===== src/rtl/root_fanout_dispatch.sv =====
`default_nettype none
// ============================================================================
// Module      : root_fanout_dispatch
// Description : Root fan-out stage. Accepts one valid/ready transaction
//               stream and distributes it over NUM_CHILD child lanes. Each
//               lane has its own FIFO and valid/ready handshake. A lane is
//               chosen round-robin (MODE 0) or lowest-index-first (MODE 1)
//               among lanes that are not full.
// Ports       : clk, rst            clock, async active-high reset
//               enable              gate for input acceptance
//               in_valid/in_ready/in_data     upstream stream
//               out_valid/out_ready/out_data  per-lane streams (packed)
//               lane_count          per-lane occupancy (packed, CW each)
//               lane_full           per-lane occupancy == LANE_DEPTH
//               rr_ptr              next round-robin start lane
//               dispatched_total    running count of accepted inputs
// Revision    : 1.0  initial release
// ============================================================================
module root_fanout_dispatch #(
    parameter int NUM_CHILD  = 5,
    parameter int DATA_W     = 32,
    parameter int LANE_DEPTH = 4,
    parameter int MODE       = 0,
    parameter int CW         = $clog2(LANE_DEPTH + 1)
) (
    input  logic                        clk,
    input  logic                        rst,
    input  logic                        enable,
    input  logic                        in_valid,
    output logic                        in_ready,
    input  logic [DATA_W-1:0]           in_data,
    output logic [NUM_CHILD-1:0]        out_valid,
    input  logic [NUM_CHILD-1:0]        out_ready,
    output logic [NUM_CHILD*DATA_W-1:0] out_data,
    output logic [NUM_CHILD*CW-1:0]     lane_count,
    output logic [NUM_CHILD-1:0]        lane_full,
    output logic [$clog2(NUM_CHILD)-1:0] rr_ptr,
    output logic [31:0]                 dispatched_total
);

    localparam int c_sel_w = $clog2(NUM_CHILD);
    localparam int c_ptr_w = $clog2(LANE_DEPTH);

    logic [c_sel_w-1:0]   r_rr_ptr;
    logic [31:0]          r_dispatched_total;
    logic [NUM_CHILD-1:0] w_full;
    logic [NUM_CHILD-1:0] w_push;
    logic [NUM_CHILD-1:0] w_pop;
    logic [c_sel_w-1:0]   w_sel;
    logic                 w_any_free;
    logic                 w_accept;

    // Lane selection works only from registered occupancy, so a full lane
    // that is popping this cycle is still treated as full. Candidates are
    // scanned from the farthest to the nearest so the last hit wins, which
    // leaves the first non-full lane in search order selected.
    always_comb begin
        int w_idx;
        w_idx      = 0;
        w_sel      = '0;
        w_any_free = 1'b0;
        for (int k = NUM_CHILD - 1; k >= 0; k--) begin
            if (MODE == 1) begin
                w_idx = k;
            end else begin
                w_idx = (int'(r_rr_ptr) + k) % NUM_CHILD;
            end
            if (!w_full[w_idx]) begin
                w_sel      = c_sel_w'(w_idx);
                w_any_free = 1'b1;
            end
        end
    end

    assign in_ready = enable & ~rst & w_any_free;
    assign w_accept = in_valid & in_ready;

    always_ff @(posedge clk or posedge rst) begin
        if (rst) begin
            r_rr_ptr           <= '0;
            r_dispatched_total <= '0;
        end else if (w_accept) begin
            r_dispatched_total <= r_dispatched_total + 32'd1;
            if (MODE == 0) begin
                r_rr_ptr <= (w_sel == c_sel_w'(NUM_CHILD - 1)) ? '0 : w_sel + 1'b1;
            end
        end
    end

    assign rr_ptr           = r_rr_ptr;
    assign dispatched_total = r_dispatched_total;

    generate
        for (genvar i = 0; i < NUM_CHILD; i++) begin : g_lane
            logic [DATA_W-1:0]  r_mem [LANE_DEPTH];
            logic [c_ptr_w-1:0] r_wr_ptr;
            logic [c_ptr_w-1:0] r_rd_ptr;
            logic [CW-1:0]      r_count;

            assign w_full[i] = (r_count == CW'(LANE_DEPTH));
            assign w_push[i] = w_accept && (w_sel == c_sel_w'(i));
            // out_valid gates the pop, so an empty lane can never underflow.
            assign w_pop[i]  = (r_count != '0) && out_ready[i];

            // Pointers wrap naturally because LANE_DEPTH is a power of two.
            always_ff @(posedge clk or posedge rst) begin
                if (rst) begin
                    r_wr_ptr <= '0;
                    r_rd_ptr <= '0;
                    r_count  <= '0;
                end else begin
                    if (w_push[i]) begin
                        r_wr_ptr <= r_wr_ptr + 1'b1;
                    end
                    if (w_pop[i]) begin
                        r_rd_ptr <= r_rd_ptr + 1'b1;
                    end
                    r_count <= r_count + CW'(w_push[i]) - CW'(w_pop[i]);
                end
            end

            // Payload storage needs no reset: out_valid masks stale entries.
            always_ff @(posedge clk) begin
                if (w_push[i]) begin
                    r_mem[r_wr_ptr] <= in_data;
                end
            end

            assign out_valid[i]                 = (r_count != '0);
            assign out_data[i*DATA_W +: DATA_W] = r_mem[r_rd_ptr];
            assign lane_count[i*CW +: CW]       = r_count;
            assign lane_full[i]                 = w_full[i];
        end
    endgenerate

endmodule
`default_nettype wire

===== config.mk =====
export PLATFORM = sky130hd
export DESIGN_NAME = root_fanout_dispatch
export DESIGN_NICKNAME = d
export VERILOG_FILES = /design/src/rtl/root_fanout_dispatch.sv
export SDC_FILE = /design/constraint.sdc
export NUM_CORES = 1
export LEC_CHECK = 0
export BUFFER_PORTS_ARGS = -buffer_cell sky130_fd_sc_hd__clkbuf_2
export CAP_MARGIN = 15
export CORE_MARGIN = 2
export CORE_UTILIZATION = 44
export DETAILED_ROUTE_END_ITERATION = 12
export PLACE_DENSITY = 0.67
export RECOVER_POWER = 100
export SLEW_MARGIN = 0
export SYNTH_ARGS = -nofsm -noshare
export SYNTH_HDL_FRONTEND = slang
export SYNTH_SLANG_ARGS = --single-unit

===== constraint.sdc =====
create_clock -name clk -period 15.25 [get_ports clk]
set_input_delay 2.2875 -clock clk [delete_from_list [all_inputs] [get_ports clk]]
set_output_delay 2.2875 -clock clk [all_outputs]
set_load 0.02 [all_outputs]

* After elaboration in Yosys (flattened, before gate mapping)
Memory sizes are Yosys's and may differ from the RTL's.
Cells that the tools add are included.
** Cells by class
- Add/subtract/negate cells :: 26
- Divide/modulo/power cells :: 5
- $lt $le $gt $ge :: 5
- Eq/ne operators :: 9
- Mux-type cells :: 36
- Bitwise logic cells :: 4
- Reduce and logical (&&, ||, !) cells :: 16
** Operator list (count)
- < comparator 32 x 5 -> 1 bit (second input constant) :: 5
- modulo 32 x 4 -> 32 bit (second input constant) :: 4
- adder 32 x 1 -> 32 bit (second input constant) :: 1
- modulo 4 x 4 -> 32 bit (second input constant) :: 1
- two-way mux 1 bit :: 25
- adder 2 x 1 -> 2 bit (second input constant) :: 10
- == test 3 bit (second input constant) :: 6
- two-way mux 3 bit :: 6
- adder 3 x 1 -> 3 bit :: 5
- binary-select mux 1 bit (select 3 bit) :: 5
- nonzero test 3 bit :: 5
- subtractor 3 x 1 -> 3 bit :: 5
- logical AND 1 bit :: 10
- adder 3 x 2 -> 4 bit (second input constant) :: 2
- == test 3 x 2 -> 1 bit (second input constant) :: 2
- adder 3 x 1 -> 4 bit (second input constant) :: 1
- adder 3 x 3 -> 4 bit (second input constant) :: 1
- adder 3 x 1 -> 3 bit (second input constant) :: 1
- bitwise AND 1 bit :: 3
- == test 3 x 1 -> 1 bit (second input constant) :: 1
- zero test 3 bit :: 1
- NOT 1 bit :: 1
** Word-level totals
- Register bits :: 70
- Memory bits (writable) :: 640
- Bits of input ports :: 41
- Output and inout port bits :: 221
- Word-level logic and storage cells :: 123
- Memories kept :: 5
** Memory list
- g_lane[0].r_mem :: depth 4, width 32, read ports 1, clocked after memory_dff 0, write ports 1, RTL line 95 : logic [DATA_W-1:0] r_mem [LANE_DEPTH];
- g_lane[1].r_mem :: depth 4, width 32, read ports 1, clocked after memory_dff 0, write ports 1, RTL line 95
- g_lane[2].r_mem :: depth 4, width 32, read ports 1, clocked after memory_dff 0, write ports 1, RTL line 95
- g_lane[3].r_mem :: depth 4, width 32, read ports 1, clocked after memory_dff 0, write ports 1, RTL line 95
- g_lane[4].r_mem :: depth 4, width 32, read ports 1, clocked after memory_dff 0, write ports 1, RTL line 95

* Depth between registers and ports, before layout
Gate-level depths: netlist of the first run.
- Depth in word-level cells :: 15
- Depth in mapped cells :: 29
- Depth with buffers taken out :: 25

* Worst setup path after synthesis of the first run
OpenSTA, ideal clock, no wires.
- Path kind :: input port to output port
- Start :: input port rst
- End :: output port in_ready
- Data arrival time :: 4.496 ns
- Data required time :: 12.963 ns
- Setup slack :: 8.467 ns
- Stages :: 3
- Cell sequence :: inv_1 nand2_1 a21oi_1
** Between the ends
- Cells in the longest elaborated chain, start to end :: 3
** Ends and longest elaborated chain
- from (decl) :: RTL line 27 : input logic rst,
- NOT 1 bit :: RTL line 75 : assign in_ready = enable & ~rst & w_any_free;
- bitwise AND 1 bit (2 in a row) :: RTL line 75
- to (decl) :: RTL line 30 : output logic in_ready,
No other way between the ends.

* Worst setup path in the final report of the first run
- Start :: register r_rr_ptr[0], in the netlist rr_ptr[0]
- End :: memory g_lane[1].r_mem[1][15] (enable)
** Between the ends
- Cells in the longest elaborated chain, start to end :: 15
- Elaborated cells between the ends (all ways) :: 40
** Ends and longest elaborated chain
- from (decl) :: RTL line 44 : logic [c_sel_w-1:0] r_rr_ptr;
- from (signal assigned) :: RTL line 85 : r_rr_ptr <= (w_sel == c_sel_w'(NUM_CHILD - 1)) ? '0 : w_sel + 1'b1;
- adder 3 x 3 -> 4 bit :: RTL line 66 : w_idx = (int'(r_rr_ptr) + k) % NUM_CHILD;
- modulo 32 x 4 -> 32 bit :: RTL line 66
- binary-select mux 1 bit (select 3 bit) :: RTL line 68 : if (!w_full[w_idx]) begin
- two-way mux 1 bit (not written as such) (2 in a row) :: RTL line 68
- two-way mux 1 bit (5 in a row) :: RTL line 68
- bitwise AND 1 bit :: RTL line 75
- bitwise AND 1 bit :: RTL line 76 : assign w_accept = in_valid & in_ready;
- logical AND 1 bit (*) :: RTL line 101 : assign w_push[i] = w_accept && (w_sel == c_sel_w'(i));
- net w_push[1] :: RTL line 47 : logic [NUM_CHILD-1:0] w_push;
- two-way mux 1 bit (*) :: RTL line 124 : if (w_push[i]) begin
- two-way mux 1 bit (not written as such) (*) :: RTL line 125 : r_mem[r_wr_ptr] <= in_data;
- to (decl) :: RTL line 95
The timed path passes the listed nets; every way through them passes the cells marked *. The select of a mux whose other input is x is not followed.

==> results.ini, run 1 <==
[global_routing]
grt_pass1_wl_um = 93400
grt_pass1_vias = 14500
grt_antenna_before_repair = 1
grt_usage = 0.191
grt_start_max_net_pins = 64
grt-ovfl-total = 0

[yosys]
netlist_area_um2 = 28400
ys.flop_type = edfxtp_1
synth_cells = 1388
synth.yosys.seq_area_share = 0.739
avgSynthCellArea_um2 = 20.5
synth_enable_flop_cells = 640
ys_ff_latch = 710
synth_cell_type_count = 67
ys_warn_count = 0
synth.net_count = 1493
async_flop_share = 0.0986

[floorplan]
fp.dieH_um = 258
die_area_um2 = 66600
start_util = 0.443
rows = 93
io_pins = 262
die_w_um = 258
core_um2 = 64100

[timing]
rsz0062_at_grt = false
setup_tns_ns = 0
setup_viol = 0
worst_pin_slew_ns = 3.51
finalHoldViolations = 0
whs_ns = 0.471
finalCritPeriodShare = 0.648
relSlewSlack = -1.34
fin_crit_ns = 9.88
drv_slew = 926
max_freq_ghz = 0.101
skew_ns = 0.0290
setup_slack_ns = 5.37

[layout]
fin_cells = 2574
diodes = 0
area_growth_pct = 13.8
final_common_cell = edfxtp_1
drive_above_1_share = 0.177
final_cell_mix = edfxtp_1 (640), clkbuf_1 (267), mux4_2 (163), clkbuf_16 (71), dfrtp_1 (63)
finalNetCount = 1775

[routing]
first_pass_iters = 5
ant_nets = 0
viasPerCell = 5.49
drt_first_iter_violations = 1072
vias = 14100
drcViolationCount = 0
drt_wl_total_um = 63400
wl_per_cell_um = 24.6

[setup_path]
crit_fanout = 33
critical_path.most_common_cell = ha_1
crit_arrival_ns = 10.03
worstPathRequired_ns = 15.40
crit_chain = clkbuf_1 -> inv_1 -> ha_1 -> inv_1 -> ha_1 -> nor2_1 -> a211o_1 -> nand2_1 -> ha_1 -> nand2b_1 -> o211ai_1 -> o211ai_1 -> mux2_1 -> o2bb2ai_1 -> mux2i_1 -> a21oi_1 -> a21oi_1 -> a21oi_1 -> ha_1 -> nor3b_1 -> and2_0
critPathLaunchType = register
end_kind = register
cpMaxStageDelayCell = and2_0
path_class = register to register
cpPeakStageDelay_ns = 2.24

[clock_tree]
post_cts_buffers = 0
htree_num_levels = 3
cts_buffer_depth = 3
cts_tree = built
path_clk_slew_ns = 0.06
cts_hold_buf = 0
cts-root-buf = clkbuf_16
clkLatencyLatePin_ns = 0.62
cts_buffers = 69
clock-sinks = 710
ctsResizeCount = 0

[power_and_ir_drop]
cellPowerDensity_nw_per_um2 = 198
leakage_nw = 10.7
power_mw = 6.40
ir_worst_vdd_v = 0.000136

[run_status]
violations = capacitance limit, slew limit
outcome = finished, violations left

[placement]
dp_cells = 2453
io_buffers = 261
post-place-ws_ns = 8.17
gp_congestion = 0.821
dp_hpwl_um = 38200

[run]
drv_cap = 27

[hold_path]
min_path_type = register to register

==> worst paths after layout <==
| kind | cells past startpoint | startpoint | end | slack (ns) |
|---|---|---|---|---|
| max | 21 | rr_ptr[0] | g_lane[1].r_mem[1][15] | 5.37 |
| min | 1 | dispatched_total[31] | dispatched_total[31] | 0.47 |
| max reg2reg | 21 | rr_ptr[0] | g_lane[1].r_mem[1][15] | 5.37 |
| min reg2reg | 1 | dispatched_total[31] | dispatched_total[31] | 0.47 |
| max in group asynchronous | 3 | rst | g_lane[3].r_rd_ptr[0] | 9.69 |
| min in group asynchronous | 2 | rst | dispatched_total[9] | 1.63 |
==> power by group <==
part | leakage, nW | internal [mW] | total (mW) | switching [mW]
Clock | 1.06 | 0.935 | 1.65 | 0.714
Combinational | 3.07 | 0.873 | 2.24 | 1.37
Sequential | 6.59 | 2.28 | 2.51 | 0.230
==> stage by stage <==
step	util	cell area, um2
2_1_floorplan	-	28400
3_3_place_gp	0.477	30600
3_5_place_dp	0.477	30600
4_1_cts	0.511	32800
5_1_grt	0.504	32300
6_report	0.504	32300
==> Yosys cell counts, types with 3 or more instances <==
master / count / share of area
nand2_1: 36 / 0.0048
nor4_2: 6 / 0.0026
clkbuf_1: 33 / 0.0044
and4_1: 5 / 0.0015
xnor2_1: 32 / 0.0099
o211ai_1: 4 / 0.0011
nor3_1: 16 / 0.0028
ha_1: 58 / 0.026
and2_1: 28 / 0.0062
a211oi_1: 6 / 0.0016
nor3_2: 8 / 0.0028
mux2_1: 6 / 0.0024
o31ai_1: 3 / 0.00079
mux2_2: 7 / 0.0028
inv_2: 6 / 0.00079
nor2b_1: 3 / 0.00066
buf_2: 5 / 0.00088
buf_4: 3 / 0.00079
o21a_1: 4 / 0.0011
dfrtp_1: 70 / 0.062
or3_1: 7 / 0.0015
nor3b_1: 8 / 0.0021
nand2b_1: 6 / 0.0013
mux4_2: 163 / 0.13
and3_1: 3 / 0.00066
buf_1: 15 / 0.0020
edfxtp_1: 640 / 0.68
nor3b_4: 3 / 0.0020
o21ai_0: 8 / 0.0014
fa_1: 6 / 0.0042
inv_1: 54 / 0.0071
xor2_1: 29 / 0.0089
nor2_1: 24 / 0.0032
nand3_1: 13 / 0.0023
mux2i_1: 7 / 0.0025
a21oi_1: 15 / 0.0026
a21o_1: 4 / 0.0011
nand4_1: 3 / 0.00066
==> registers in the layout, summed over array words and instances (netlist names) <==
signal	count
g_lane.r_mem	640
dispatched_total	32
g_lane.r_count	15
g_lane.r_rd_ptr	10
g_lane.r_wr_ptr	10
rr_ptr	3
==> cells by family after synthesis <==
kind of cell             synth area share
buffers and inverters              0.0170
flip-flops                          0.739
AO/OA/AOI/OAI                      0.0198
AND/OR/NAND/NOR                    0.0375
multiplexers                        0.137
XOR/XNOR                           0.0204
adder cells (fa/ha/maj)            0.0298
==> layer usage <==
layer	vias up	global-route usage	part of all wire
met5	-	0	0.00020
met4	2	0.0466	0.021
met3	83	0.0487	0.076
met2	492	0.312	0.49
met1	7449	0.260	0.41
li1	6102	-	-
==> critical path: cells and delay by family (launching register included) <==
kind	cells	cell delay, ns
simple gates	5	3.47
fa+ha+maj	4	1.46
buf+inv	3	2.02
compound gates	7	1.55
flops	1	0.32
mux	2	0.55
==> final cells by class <==
cell class                 instances  area (um2)
clock buffer                      90        1860
clock inverter                    30         312
fill                            5299       31800
inverter                          61         231
multi-input combinational        559        6820
sequential                       710       21000
tap                              855        1070
timing repair buffer             269        1040
Note: power is estimated with default switching activity, not from simulation.
==> run 2, diff against run 1 <==
--- a/config.mk
+++ b/config.mk
@@ -10,7 +10,7 @@
 export CORE_MARGIN = 2
 export CORE_UTILIZATION = 44
 export DETAILED_ROUTE_END_ITERATION = 12
-export PLACE_DENSITY = 0.67
+export PLACE_DENSITY = 0.69
 export RECOVER_POWER = 100
 export SLEW_MARGIN = 0
 export SYNTH_ARGS = -nofsm -noshare
==> constraint.sdc (replaced) <==
create_clock -name clk -period 8.9 [get_ports clk]
set_input_delay 1.335 -clock clk [delete_from_list [all_inputs] [get_ports clk]]
set_output_delay 1.335 -clock clk [all_outputs]
set_load 0.02 [all_outputs]
==> results.ini, run 2 (synthesized netlist as in run 1, its figures left out) <==
[run_status]
outcome = finished, violations left
violations = capacitance limit, slew limit

[layout]
final_cell_mix = edfxtp_1 (640), clkbuf_1 (262), mux4_2 (163), clkbuf_16 (73), dfrtp_1 (62)
final_common_cell = edfxtp_1
finalNetCount = 1777
fin_cells = 2587
regMostFlops = g_lane.r_mem
fillers = 5198
largest_reg_flops = 640
drive_above_1_share = 0.190
area_growth_pct = 14.5

[clock_tree]
ctsResizeCount = 0
post_cts_buffers = 0
cts_tree = built
clock-sinks = 710
htree_num_levels = 3
cts-root-buf = clkbuf_16
cts_buffers = 71
cts_hold_buf = 0
clkLatencyLatePin_ns = 0.62
cts_buffer_depth = 3
path_clk_slew_ns = 0.06

[hold_path]
whs_path_depth = 1
min_path_type = register to register

[timing]
finalCritPeriodShare = 0.829
setup_tns_ns = 0
drv_slew = 475
relSlewSlack = -1.21
whs_ns = 0.476
setup_viol = 0
worst_pin_slew_ns = 3.32
fin_crit_ns = 7.38
finalHoldViolations = 0
rsz0062_at_grt = false
skew_ns = 0.0282
max_freq_ghz = 0.136

[routing]
drcViolationCount = 0
drt_first_iter_violations = 1588
ant_nets = 0
viasPerCell = 5.63
first_pass_iters = 6
vias = 14600
drt_wl_total_um = 72000
wl_per_cell_um = 27.8

[placement]
io_buffers = 261
dp_hpwl_um = 46900
gp_congestion = 0.854
dp_cells = 2453

[setup_path]
r2r_cells = 21
cpPeakStageDelay_ns = 1.01
critical_path.most_common_cell = ha_1
critPathTopFamily = simple AND/OR/NAND/NOR gates
critical_path_cell_count = 21
end_kind = register
worstPathRequired_ns = 9.13
critPathLaunchType = register
crit_fanout = 33
cp_num_buf_inv = 3
path_class = register to register
cpMaxStageDelayCell = nor3b_1
crit_chain = buf_4 -> inv_1 -> ha_1 -> inv_1 -> ha_1 -> nor2_1 -> a211o_1 -> nand2_1 -> ha_1 -> nand2b_1 -> nand4b_1 -> o211ai_1 -> mux2_1 -> o2bb2ai_1 -> mux2i_1 -> a21oi_1 -> a21oi_1 -> a21o_1 -> ha_1 -> nor3b_1 -> and2_2
crit_arrival_ns = 7.61
r2r_slack_ns = 1.52

[floorplan]
io_pins = 262
die_w_um = 258
start_util = 0.443
rows = 93
core_um2 = 64100
fp.dieH_um = 258
die_area_um2 = 66600

[run]
drv_cap = 14

[global_routing]
grt_pass1_vias = 14600
grt-ovfl-total = 0
grt_antenna_before_repair = 4
grt_usage = 0.217
grt_start_max_net_pins = 57
grt_pass1_wl_um = 103000

[power_and_ir_drop]
leakage_nw = 10.8
cellPowerDensity_nw_per_um2 = 349
power_mw = 11.3
ir_worst_vdd_v = 0.000258

## run 2: metal layers
| metal | track usage | part of all wire | vias up |
|---|---|---|---|
| met2 | 0.351 | 0.48 | 636 |
| met4 | 0.0480 | 0.020 | 6 |
| li1 | - | - | 6120 |
| met5 | 0.00855 | 0.0015 | - |
| met1 | 0.302 | 0.41 | 7716 |
| met3 | 0.0505 | 0.083 | 93 |
## run 2: final timing paths
check	startpoint	endpoint
max	rr_ptr[0]	g_lane[2].r_mem[1][13]
min	g_lane[3].r_rd_ptr[0]	g_lane[3].r_rd_ptr[0]
max reg2reg	rr_ptr[0]	g_lane[2].r_mem[1][13]
min reg2reg	g_lane[3].r_rd_ptr[0]	g_lane[3].r_rd_ptr[0]
max in group asynchronous	rst	g_lane[0].r_rd_ptr[0]
min in group asynchronous	rst	g_lane[1].r_wr_ptr[1]
## run 2: power by group
group	internal, mW	switching (mW)	leakage [nW]
registers	3.89	0.368	6.59
clock network	1.74	1.26	1.15
logic	1.50	2.59	3.10
total	7.13	4.22	10.8
## run 2: metrics by stage
stage	utilization	cell area, um2	worst slack (ns)
3_5_place_dp	0.477	30600	2.31
5_1_grt	0.507	32500	0.954
4_1_cts	0.514	33000	2.11
6_report	0.507	32500	1.52
3_3_place_gp	0.477	30600	2.55
2_1_floorplan	-	28400	2.86
## run 2: layout make-up
type	instances	area, um2	area share
antenna	2	5.00	0.000154
sequential	710	21000	0.645
inverter	61	231	0.00712
clock buffer	88	1900	0.0585
timing repair buffer	269	1040	0.0320
clock inverter	43	440	0.0135
multi-input combinational	559	6840	0.210
tap	855	1070	0.0329
==> run 3, diff against run 2 <==
--- a/config.mk
+++ b/config.mk
@@ -10,7 +10,7 @@
 export CORE_MARGIN = 2
 export CORE_UTILIZATION = 44
 export DETAILED_ROUTE_END_ITERATION = 12
-export PLACE_DENSITY = 0.69
+export PLACE_DENSITY = 0.67
 export RECOVER_POWER = 100
 export SLEW_MARGIN = 0
 export SYNTH_ARGS = -nofsm -noshare
==> constraint.sdc (replaced) <==
create_clock -name clk -period 7.5 [get_ports clk]
set_input_delay 1.125 -clock clk [delete_from_list [all_inputs] [get_ports clk]]
set_output_delay 1.125 -clock clk [all_outputs]
set_load 0.02 [all_outputs]
==> results.ini, run 3 (synthesized netlist as in run 1, its figures left out) <==
[run_status]
outcome = finished, violations left
violations = capacitance limit, slew limit

[floorplan]
core_um2 = 64100
die_area_um2 = 66600
io_pins = 262
rows = 93
fp.dieH_um = 258
start_util = 0.443
die_w_um = 258

[layout]
area_growth_pct = 14.5
diodes = 0
finalNetCount = 1778
fillers = 5280
final_common_cell = edfxtp_1
fin_cells = 2586
drive_above_1_share = 0.195
design_area_um2 = 32500
final_cell_mix = edfxtp_1 (640), clkbuf_1 (260), mux4_2 (163), clkbuf_16 (73), dfrtp_1 (61)
largest_reg_flops = 640
fin_util = 0.507
regMostFlops = g_lane.r_mem

[setup_path]
rr_startpoint = rr_ptr[0]
r2r_slack_ns = 0.77
worstPathRequired_ns = 7.71
crit_fanout = 32
critPathLaunchType = register
path_class = register to register
end_kind = register
r2r_end = g_lane[4].r_mem[1][23]
r2r_cells = 16
crit_arrival_ns = 6.94

[placement]
io_buffers = 261
dp_cells = 2454
gp_congestion = 0.828
dp_hpwl_um = 44900
placed_area_um2 = 30600
post-place-ws_ns = 0.873

[clock_tree]
cts-root-buf = clkbuf_16
htree_num_levels = 3
clkLatencyLatePin_ns = 0.61
cts_buffers = 71
ctsResizeCount = 0
post_cts_buffers = 0
path_clk_slew_ns = 0.06
clock-sinks = 710
cts_buffer_depth = 3
cts_tree = built
cts_hold_buf = 0

[timing]
rsz0062_at_grt = false
setup_viol = 0
worst_pin_slew_ns = 3.29
setup_slack_ns = 0.766
relSlewSlack = -1.19
setup_tns_ns = 0
max_freq_ghz = 0.149
drv_slew = 261
skew_ns = 0.0245
fin_crit_ns = 6.73
finalHoldViolations = 0
finalCritPeriodShare = 0.898

[global_routing]
grt_antenna_before_repair = 3
grt_usage = 0.212
grt_pass1_wl_um = 102000
grt_pass1_vias = 14600
grt-ovfl-total = 0
grt_start_max_net_pins = 58

[power_and_ir_drop]
cellPowerDensity_nw_per_um2 = 410
leakage_nw = 10.8
ir_worst_vdd_v = 0.000195

[hold_path]
whs_path_depth = 1
min_path_type = register to register
hp-start = dispatched_total[31]
whs_endpoint = dispatched_total[31]

[routing]
drt_wl_total_um = 69800
vias = 14400
drcViolationCount = 0
wl_per_cell_um = 27.0
ant_nets = 0
drt_first_iter_violations = 1008
viasPerCell = 5.59
first_pass_iters = 5

[run]
drv_cap = 7

==> run 3: cell count changes in the layout (fill, tap and decap cells not counted), sizes merged <==
cell      previous run  this run
diode                2         0
clkinv              30        32
clkinvlp             2         5
bufinv               7         5
inv                 65        66
clkbuf             355       352
==> run 3: worst max-delay path, stage by stage, from the launching register on <==
cell and delay (ns):
dfrtp_1 0.34, clkbuf_1 1.15, ha_1 0.42, xnor2_2 0.22, ha_1 0.22, inv_1 0.04
ha_1 0.25, nand2b_1 0.14, a22oi_1 0.36, a31oi_1 0.23, mux4_2 0.61, o21ai_2 0.32
nand4_1 0.15, a21oi_1 0.33, ha_1 0.25, and4_1 0.38, and2_2 0.87
==> run 3: worst max-delay path by stage <==
stage	start	cells past startpoint	end
2_1_floorplan	rr_ptr[0]	25	g_lane[3].r_mem[0][0]
3_3_place_gp	rr_ptr[1]	19	g_lane[4].r_mem[1][17]
3_5_place_dp	rr_ptr[1]	20	g_lane[1].r_mem[0][24]
4_1_cts	rr_ptr[1]	20	g_lane[4].r_mem[3][29]
5_1_grt	rr_ptr[0]	16	g_lane[4].r_mem[1][30]
6_report	rr_ptr[0]	16	g_lane[4].r_mem[1][23]
==> run 3: layer usage <==
layer / track usage / wire, um
met4: 0.0461 / 1380
met1: 0.303 / 29400
met5: 0 / 0
met3: 0.0442 / 5390
met2: 0.338 / 33700
==> run 3: through the flow <==
| step | power, mW | hold WS, ns |
|---|---|---|
| after floorplan | 8.38 | 0.512 |
| after global placement | 10.0 | 0.460 |
| after detailed placement | 10.1 | 0.463 |
| after CTS | 13.6 | 0.438 |
| after global routing | 14.0 | 0.488 |
| final | 13.3 | 0.478 |
==> run 3: power by group <==
part           total [mW]  internal, mW  switching (mW)
Sequential           5.03          4.62           0.416
Combinational        4.80          1.80            3.00
Clock                3.49          1.99            1.49
==> run 3: final cells by class <==
type / count / area [um2] / share of cell area
inverter: 61 / 231 / 0.00712
multi-input combinational: 559 / 6880 / 0.212
timing repair buffer: 270 / 1040 / 0.0321
clock inverter: 47 / 417 / 0.0128
clock buffer: 84 / 1890 / 0.0581
sequential: 710 / 21000 / 0.645
tap: 855 / 1070 / 0.0329
